[src/rtl/uart_tx_arbiter.sv]
// uart_tx_arbiter: round-robin packet arbiter feeding a UART TX FIFO.
// Each requester streams bytes (valid/ready, last marks packet end). The owner
// keeps the grant for the whole packet. Bytes go out at most one per two
// cycles, so tx_full has time to update between writes. A stalled owner is
// dropped after TIMEOUT_CYCLES idle cycles.
// Optional feature: define UART_ARB_CHECKSUM_EN to append an XOR checksum
// byte after every completed packet.
module uart_tx_arbiter #(
    parameter int N_REQ          = 2,
    parameter int TIMEOUT_CYCLES = 1000
) (
    input  logic                  clk,
    input  logic                  rst,
    input  logic [N_REQ-1:0]      req_valid,
    input  logic [N_REQ-1:0][7:0] req_data,
    input  logic [N_REQ-1:0]      req_last,
    output logic [N_REQ-1:0]      req_ready,
    input  logic                  tx_full,
    output logic                  wr_uart,
    output logic [7:0]            w_data,
    output logic [N_REQ-1:0]      grant,
    output logic                  timeout
);

    localparam int PW = (N_REQ > 1) ? $clog2(N_REQ) : 1;
    localparam int CW = $clog2(TIMEOUT_CYCLES + 1);

    typedef enum logic [1:0] {
        S_IDLE,
        S_SEND,
`ifdef UART_ARB_CHECKSUM_EN
        S_GAP,
        S_CSUM
`else
        S_GAP
`endif
    } state_t;

    state_t           r_state, w_state_nxt;
    logic [N_REQ-1:0] r_grant, w_grant_nxt;
    logic [PW-1:0]    r_gidx, w_gidx_nxt;
    logic [PW-1:0]    r_rr, w_rr_nxt, w_rr_inc;
    logic [PW-1:0]    w_pick;
    logic             w_found;
    int               w_best, w_dist;
    logic             r_wr, w_wr_nxt;
    logic [7:0]       r_data, w_data_nxt;
    logic             r_last, w_last_nxt;
    logic [CW-1:0]    r_stall, w_stall_nxt;
    logic             w_timeout, w_pkt_end;
    logic             w_own_valid, w_own_last;
    logic [7:0]       w_own_data;
`ifdef UART_ARB_CHECKSUM_EN
    logic [7:0]       r_csum, w_csum_nxt;
    logic             r_csum_done, w_csum_done_nxt;
`endif

    // Owner's request signals, selected by the one-hot grant (OR-mux).
    always_comb begin
        w_own_valid = |(req_valid & r_grant);
        w_own_last  = |(req_last & r_grant);
        w_own_data  = '0;
        for (int i = 0; i < N_REQ; i++) begin
            if (r_grant[i]) w_own_data = w_own_data | req_data[i];
        end
    end

    // Round-robin pick: valid requester with the smallest distance from rr_ptr.
    always_comb begin
        w_found = 1'b0;
        w_pick  = '0;
        w_best  = N_REQ;
        w_dist  = 0;
        for (int i = 0; i < N_REQ; i++) begin
            w_dist = i - int'(r_rr);
            if (w_dist < 0) w_dist = w_dist + N_REQ;
            if (req_valid[i] && (w_dist < w_best)) begin
                w_best  = w_dist;
                w_pick  = PW'(i);
                w_found = 1'b1;
            end
        end
    end

    assign w_rr_inc = (int'(r_gidx) == N_REQ - 1) ? '0 : r_gidx + PW'(1);

    // Next-state and registered-output logic.
    always_comb begin
        w_state_nxt = r_state;
        w_grant_nxt = r_grant;
        w_gidx_nxt  = r_gidx;
        w_rr_nxt    = r_rr;
        w_wr_nxt    = 1'b0;
        w_data_nxt  = r_data;
        w_last_nxt  = r_last;
        w_stall_nxt = r_stall;
        w_timeout   = 1'b0;
        w_pkt_end   = 1'b0;
`ifdef UART_ARB_CHECKSUM_EN
        w_csum_nxt      = r_csum;
        w_csum_done_nxt = r_csum_done;
`endif
        case (r_state)
            S_IDLE: begin
                if (w_found) begin
                    w_grant_nxt = {{(N_REQ-1){1'b0}}, 1'b1} << w_pick;
                    w_gidx_nxt  = w_pick;
                    w_last_nxt  = 1'b0;
                    w_stall_nxt = '0;
                    w_state_nxt = S_SEND;
`ifdef UART_ARB_CHECKSUM_EN
                    w_csum_nxt      = '0;
                    w_csum_done_nxt = 1'b0;
`endif
                end
            end
            S_SEND: begin
                // tx_full cycles neither accept nor count towards the stall limit
                if (!tx_full) begin
                    if (w_own_valid) begin
                        w_wr_nxt    = 1'b1;
                        w_data_nxt  = w_own_data;
                        w_last_nxt  = w_own_last;
                        w_stall_nxt = '0;
                        w_state_nxt = S_GAP;
`ifdef UART_ARB_CHECKSUM_EN
                        w_csum_nxt  = r_csum ^ w_own_data;
`endif
                    end else if (r_stall == CW'(TIMEOUT_CYCLES - 1)) begin
                        w_timeout = 1'b1;
                        w_pkt_end = 1'b1;
                    end else begin
                        w_stall_nxt = r_stall + CW'(1);
                    end
                end
            end
            S_GAP: begin
                if (r_last) begin
`ifdef UART_ARB_CHECKSUM_EN
                    if (!r_csum_done) w_state_nxt = S_CSUM;
                    else              w_pkt_end   = 1'b1;
`else
                    w_pkt_end = 1'b1;
`endif
                end else begin
                    w_state_nxt = S_SEND;
                end
            end
`ifdef UART_ARB_CHECKSUM_EN
            S_CSUM: begin
                if (!tx_full) begin
                    w_wr_nxt        = 1'b1;
                    w_data_nxt      = r_csum;
                    w_csum_done_nxt = 1'b1;
                    w_state_nxt     = S_GAP;
                end
            end
`endif
            default: w_state_nxt = S_IDLE;
        endcase
        // packet end (normal or timeout): release owner, advance pointer
        if (w_pkt_end) begin
            w_grant_nxt = '0;
            w_rr_nxt    = w_rr_inc;
            w_stall_nxt = '0;
            w_state_nxt = S_IDLE;
        end
    end

    // State and output registers, asynchronously cleared.
    always_ff @(posedge clk or posedge rst) begin
        if (rst) begin
            r_state <= S_IDLE;
            r_grant <= '0;
            r_gidx  <= '0;
            r_rr    <= '0;
            r_wr    <= 1'b0;
            r_data  <= 8'h00;
            r_last  <= 1'b0;
            r_stall <= '0;
`ifdef UART_ARB_CHECKSUM_EN
            r_csum      <= 8'h00;
            r_csum_done <= 1'b0;
`endif
        end else begin
            r_state <= w_state_nxt;
            r_grant <= w_grant_nxt;
            r_gidx  <= w_gidx_nxt;
            r_rr    <= w_rr_nxt;
            r_wr    <= w_wr_nxt;
            r_data  <= w_data_nxt;
            r_last  <= w_last_nxt;
            r_stall <= w_stall_nxt;
`ifdef UART_ARB_CHECKSUM_EN
            r_csum      <= w_csum_nxt;
            r_csum_done <= w_csum_done_nxt;
`endif
        end
    end

    assign req_ready = ((r_state == S_SEND) && !tx_full) ? r_grant : '0;
    assign grant     = r_grant;
    assign wr_uart   = r_wr;
    assign w_data    = r_data;
    assign timeout   = w_timeout;

endmodule

[config.mk]
export PLATFORM = sky130hd
export DESIGN_NAME = uart_tx_arbiter
export DESIGN_NICKNAME = d
export VERILOG_FILES = /design/src/rtl/uart_tx_arbiter.sv
export SDC_FILE = /design/constraint.sdc
export NUM_CORES = 1
export LEC_CHECK = 0
export CAP_MARGIN = 20
export CORE_UTILIZATION = 25
export CTS_CLUSTER_SIZE = 25
export DETAILED_ROUTE_END_ITERATION = 8
export SLEW_MARGIN = 20
export SYNTH_ARGS = -nofsm -noshare
export SYNTH_HDL_FRONTEND = slang
export SYNTH_SLANG_ARGS = --single-unit
[constraint.sdc]
create_clock -name clk -period 2.2 [get_ports clk]
set_input_delay 0.55 -clock clk [delete_from_list [all_inputs] [get_ports clk]]
set_output_delay 0.55 -clock clk [all_outputs]
set_load 0.02 [all_outputs]
==> flow_metrics.py <==
metrics = {
    "global_routing": {
        "pin_count_of_the_biggest_net_entering_global_routing": 27,
        "first_global_vias": 1360,
        "grt_usage_pct": 12.7,
        "grt_antenna_before_repair": 0,
        "global_route.overflow_total": 0,
        "grt_first_pass_wirelength_mm": 6.42,
    },
    "sta": {
        "worst_margin_slew_ns": 0.594,
        "timing_limited_maximum_frequency_mhz": 463,
        "timing.final.crit_period_ns": 2.16,
        "final-setup-viol-count": 0,
        "layout_worst_path_cycle_share_pct": 98.1,
        "finClkSkew_ns": 0.000637,
        "slew_headroom_pct": 60.3,
        "worst_hold_slack_ns": 0.469,
        "timing_hold_violations_final": 0,
        "drv_slew": 0,
        "unrepaired_setup_endpoints_after_global_routing": "true",
    },
    "finish": {
        "finalNonFillerCells": 300,
        "num_antenna_cells": 0,
        "fraction_of_final_layout_cells_sized_beyond_drive_strength_1_pct": 30.7,
        "area_delta_synth_final_pct": 50.5,
        "finish.net_count": 254,
    },
    "worst_setup_path": {
        "worstSetupPathType": "reg -> out",
        "timing.critical_path.slowest_cell_delay_ns": 0.42,
        "worst-endpoint-arrival_ns": 1.61,
        "worst_r2r_endpoint": "r_stall[7]$_DFFE_PP0P_",
        "critPathCaptureType": "output port",
        "startpoint_type": "flop",
        "crit_path_slowest_cell": "sky130_fd_sc_hd__or3b_4",
        "path_cells": "or3b_4, nor4_4, buf_4",
        "flop_to_flop_setup_slack_ns": 0.13,
        "timing.reg2reg.worst_path_depth": 8,
        "timing.rr.start": "r_state[0]$_DFFE_PP0P_",
        "path_delay_family": "simple AND/OR/NAND/NOR gates",
        "worst-path-stages": 3,
        "path_max_fanout": 2,
        "timing.critical_path.buf_inv": 1,
        "worst-endpoint-required_ns": 1.65,
    },
    "cts": {
        "clock_sinks": 26,
        "clockBufferDepth": 2,
        "cts_hold_buf": 0,
        "clockRootBuffer": "sky130_fd_sc_hd__clkbuf_8",
        "worst_setup_hold_path_clk_slew_ns": 0.10,
        "cts_tree": "yes",
        "cts_inserted_buffers": 3,
        "clk_latency_ns": 0.28,
        "cts_max_level": 1,
    },
    "synthesis": {
        "synth_seq_cells": 26,
        "post_synth_inst_count": 154,
        "synth_area_per_cell_sq_um": 10.1,
        "synth_fp_nets": 182,
        "yosys_most_used_dff": "sky130_fd_sc_hd__dfrtp_1",
        "synth_top_area_share_pct": 42.0,
        "netlist_top_cells_area": "sky130_fd_sc_hd__dfrtp_1, sky130_fd_sc_hd__a21oi_1, sky130_fd_sc_hd__a211oi_2",
        "syn_area_sq_um": 1550,
        "yosysTopAreaCell": "sky130_fd_sc_hd__dfrtp_1",
        "synthDistinctLibCells": 46,
        "postSynth.asyncResetShare_pct": 100,
        "synth_seq_area_share_pct": 42.0,
        "synth-edff-count": 0,
        "synth_warnings": 0,
    },
    "placement": {
        "placedCellCount": 294,
        "gp_congestion": 0.792,
        "placement.io_buffers": 36,
        "dpl.hpwl_mm": 3.15,
    },
    "drt": {
        "top_signal_layer_used": "met4",
        "met3_wirelength_um": 20,
        "drt_pre_antenna_iters": 3,
        "routed-wl-met2_mm": 2.01,
        "num_vias": 1469,
        "wl_per_cell_um": 13.6,
        "detail_route.wirelength.met1_mm": 1.98,
        "initial_drt_markers": 89,
        "remaining_drc_errors": 0,
        "detail-route-antenna-nets": 0,
        "post_drt_via_cell_ratio": 4.90,
        "wirelength_mm": 4.07,
    },
    "job": {
        "drv_cap": 0,
    },
    "hold_path": {
        "timing.hold.worst.start": "r_gidx$_DFFE_PP0P_",
        "min_path_cells": 1,
        "worst_hold_path_type": "reg -> reg",
        "min_delay_worst_endpoint": "r_rr$_DFFE_PP0N_",
    },
    "floorplan": {
        "die_height_um": 80.7,
        "fp.dieW_um": 80.7,
        "io_pins": 37,
        "core_area_sq_um": 5960,
        "floorplan.initialDensity_pct": 26.0,
        "rows": 28,
        "floorplan.die_area_sq_um": 6510,
    },
    "status": {
        "outcome": "finished, final reports clean",
    },
    "power_and_ir_drop": {
        "pwr_density_cell_nw_per_um2": 1090,
        "power.ir.vdd_worst_uv": 471,
        "total_leakage_power_nw": 0.984,
    },
}
[layout make-up]
class | count | area [sq um]
fill | 605 | 3630
multi-input combinational | 115 | 848
sequential | 26 | 651
timing repair buffer | 74 | 643
tap | 75 | 93.8
clock buffer | 3 | 41.3
clock inverter | 1 | 30.0
inverter | 6 | 22.5
[Yosys cell counts, types with 2 or more instances]
cell type                  number
sky130_fd_sc_hd__ha_1           5
sky130_fd_sc_hd__nor2_1        14
sky130_fd_sc_hd__nor3b_1        2
sky130_fd_sc_hd__buf_4          2
sky130_fd_sc_hd__a22oi_1        9
sky130_fd_sc_hd__or3_2          2
sky130_fd_sc_hd__a211oi_2       6
sky130_fd_sc_hd__o31ai_1        4
sky130_fd_sc_hd__or3b_2         2
sky130_fd_sc_hd__nor4_4         2
sky130_fd_sc_hd__nand3_1        2
sky130_fd_sc_hd__nor3_1         2
sky130_fd_sc_hd__dfrtp_1       26
sky130_fd_sc_hd__a21oi_1       17
sky130_fd_sc_hd__or4_1          6
sky130_fd_sc_hd__o21ai_1        6
sky130_fd_sc_hd__inv_1          5
sky130_fd_sc_hd__and3_1         2
sky130_fd_sc_hd__nand4_1        5
sky130_fd_sc_hd__clkbuf_1       3
sky130_fd_sc_hd__nand2_1        7
[registers in the layout, indices dropped and copies added (netlist names)]
signal	flops
r_stall	10
w_data	8
grant	2
r_state	2
r_gidx	1
r_last	1
r_rr	1
wr_uart	1
[routing by layer]
| metal | up-vias | global-route usage (%) |
|---|---|---|
| met5 | - | 0 |
| met4 | 0 | 4.64 |
| met3 | 6 | 0.795 |
| met2 | 9 | 20.2 |
| met1 | 720 | 17.9 |
| li1 | 734 | - |
[through the flow]
step / power [mW] / setup slack (ns) / utilization, % / instance area [sq um] / setup TNS [ns]
3_5_place_dp: 2.12 / -0.535 / 37.4 / 2230 / -4.76
5_1_grt: 2.72 / -0.0374 / 39.1 / 2330 / -0.0374
3_3_place_gp: 2.09 / -0.540 / 37.4 / 2230 / -4.14
4_1_cts: 2.54 / 0.00204 / 38.7 / 2300 / 0
2_1_floorplan: 1.50 / 0.296 / - / 1550 / 0
6_report: 2.55 / 0.0417 / 39.1 / 2330 / 0
[power by group]
| group | internal (mW) | leakage (nW) | switching [mW] |
|---|---|---|---|
| combinational | 0.659 | 0.622 | 0.781 |
| sequential | 0.621 | 0.326 | 0.0722 |
| clock | 0.244 | 0.0357 | 0.168 |
[layout by cell type, fill, tap and decap left out, drive strengths merged]
cell,n
o21a,2
or3,3
clkdlybuf4s50,31
clkbuf,4
buf,40
nand3,2
inv,6
a21oi,17
and2,2
nor4,2
nor3,3
nand2,8
or4b,1
a22o,2
and3,3
or4,6
o21ai,7
o211ai,2
nand3b,1
dlygate4sd2,2
mux2i,1
a31oi,1
nor2,15
a211oi,6
or3b,3
o31ai,4
ha,5
nand4b,1
o2111ai,1
a22oi,10
dfrtp,26
nor3b,2
nand4,5
bufinv,1
[timing repair]
item / CTS / global route
buffers inserted: 0 / 2
gates resized for setup: 15 / 5
pin swaps: 2 / 2
endpoints found under the setup margin: 3 / 16
[cell families (layout without fill, tap and decap cells)]
family / count (synthesis) / count (layout) / synth area share, %
compound gates: 52 / 52 / 24.7
flops: 26 / 26 / 42.0
buf+inv: 13 / 84 / 5.01
mux: 1 / 1 / 0.647
simple gates: 57 / 57 / 23.6
fa+ha+maj: 5 / 5 / 4.04
[how the worst max path moves through the flow]
stage | from | endpoint | slack [ns]
after floorplan | grant[1]$_DFFE_PP0P_ | req_ready[1] | 0.30
after global placement | req_valid[0] | timeout | -0.54
after detailed placement | req_valid[0] | timeout | -0.53
after CTS | tx_full | req_ready[1] | 0.002
after global routing | r_stall[4]$_DFFE_PP0P_ | timeout | -0.04
final | r_stall[4]$_DFFE_PP0P_ | timeout | 0.04
(Power assumes the default switching activity.)
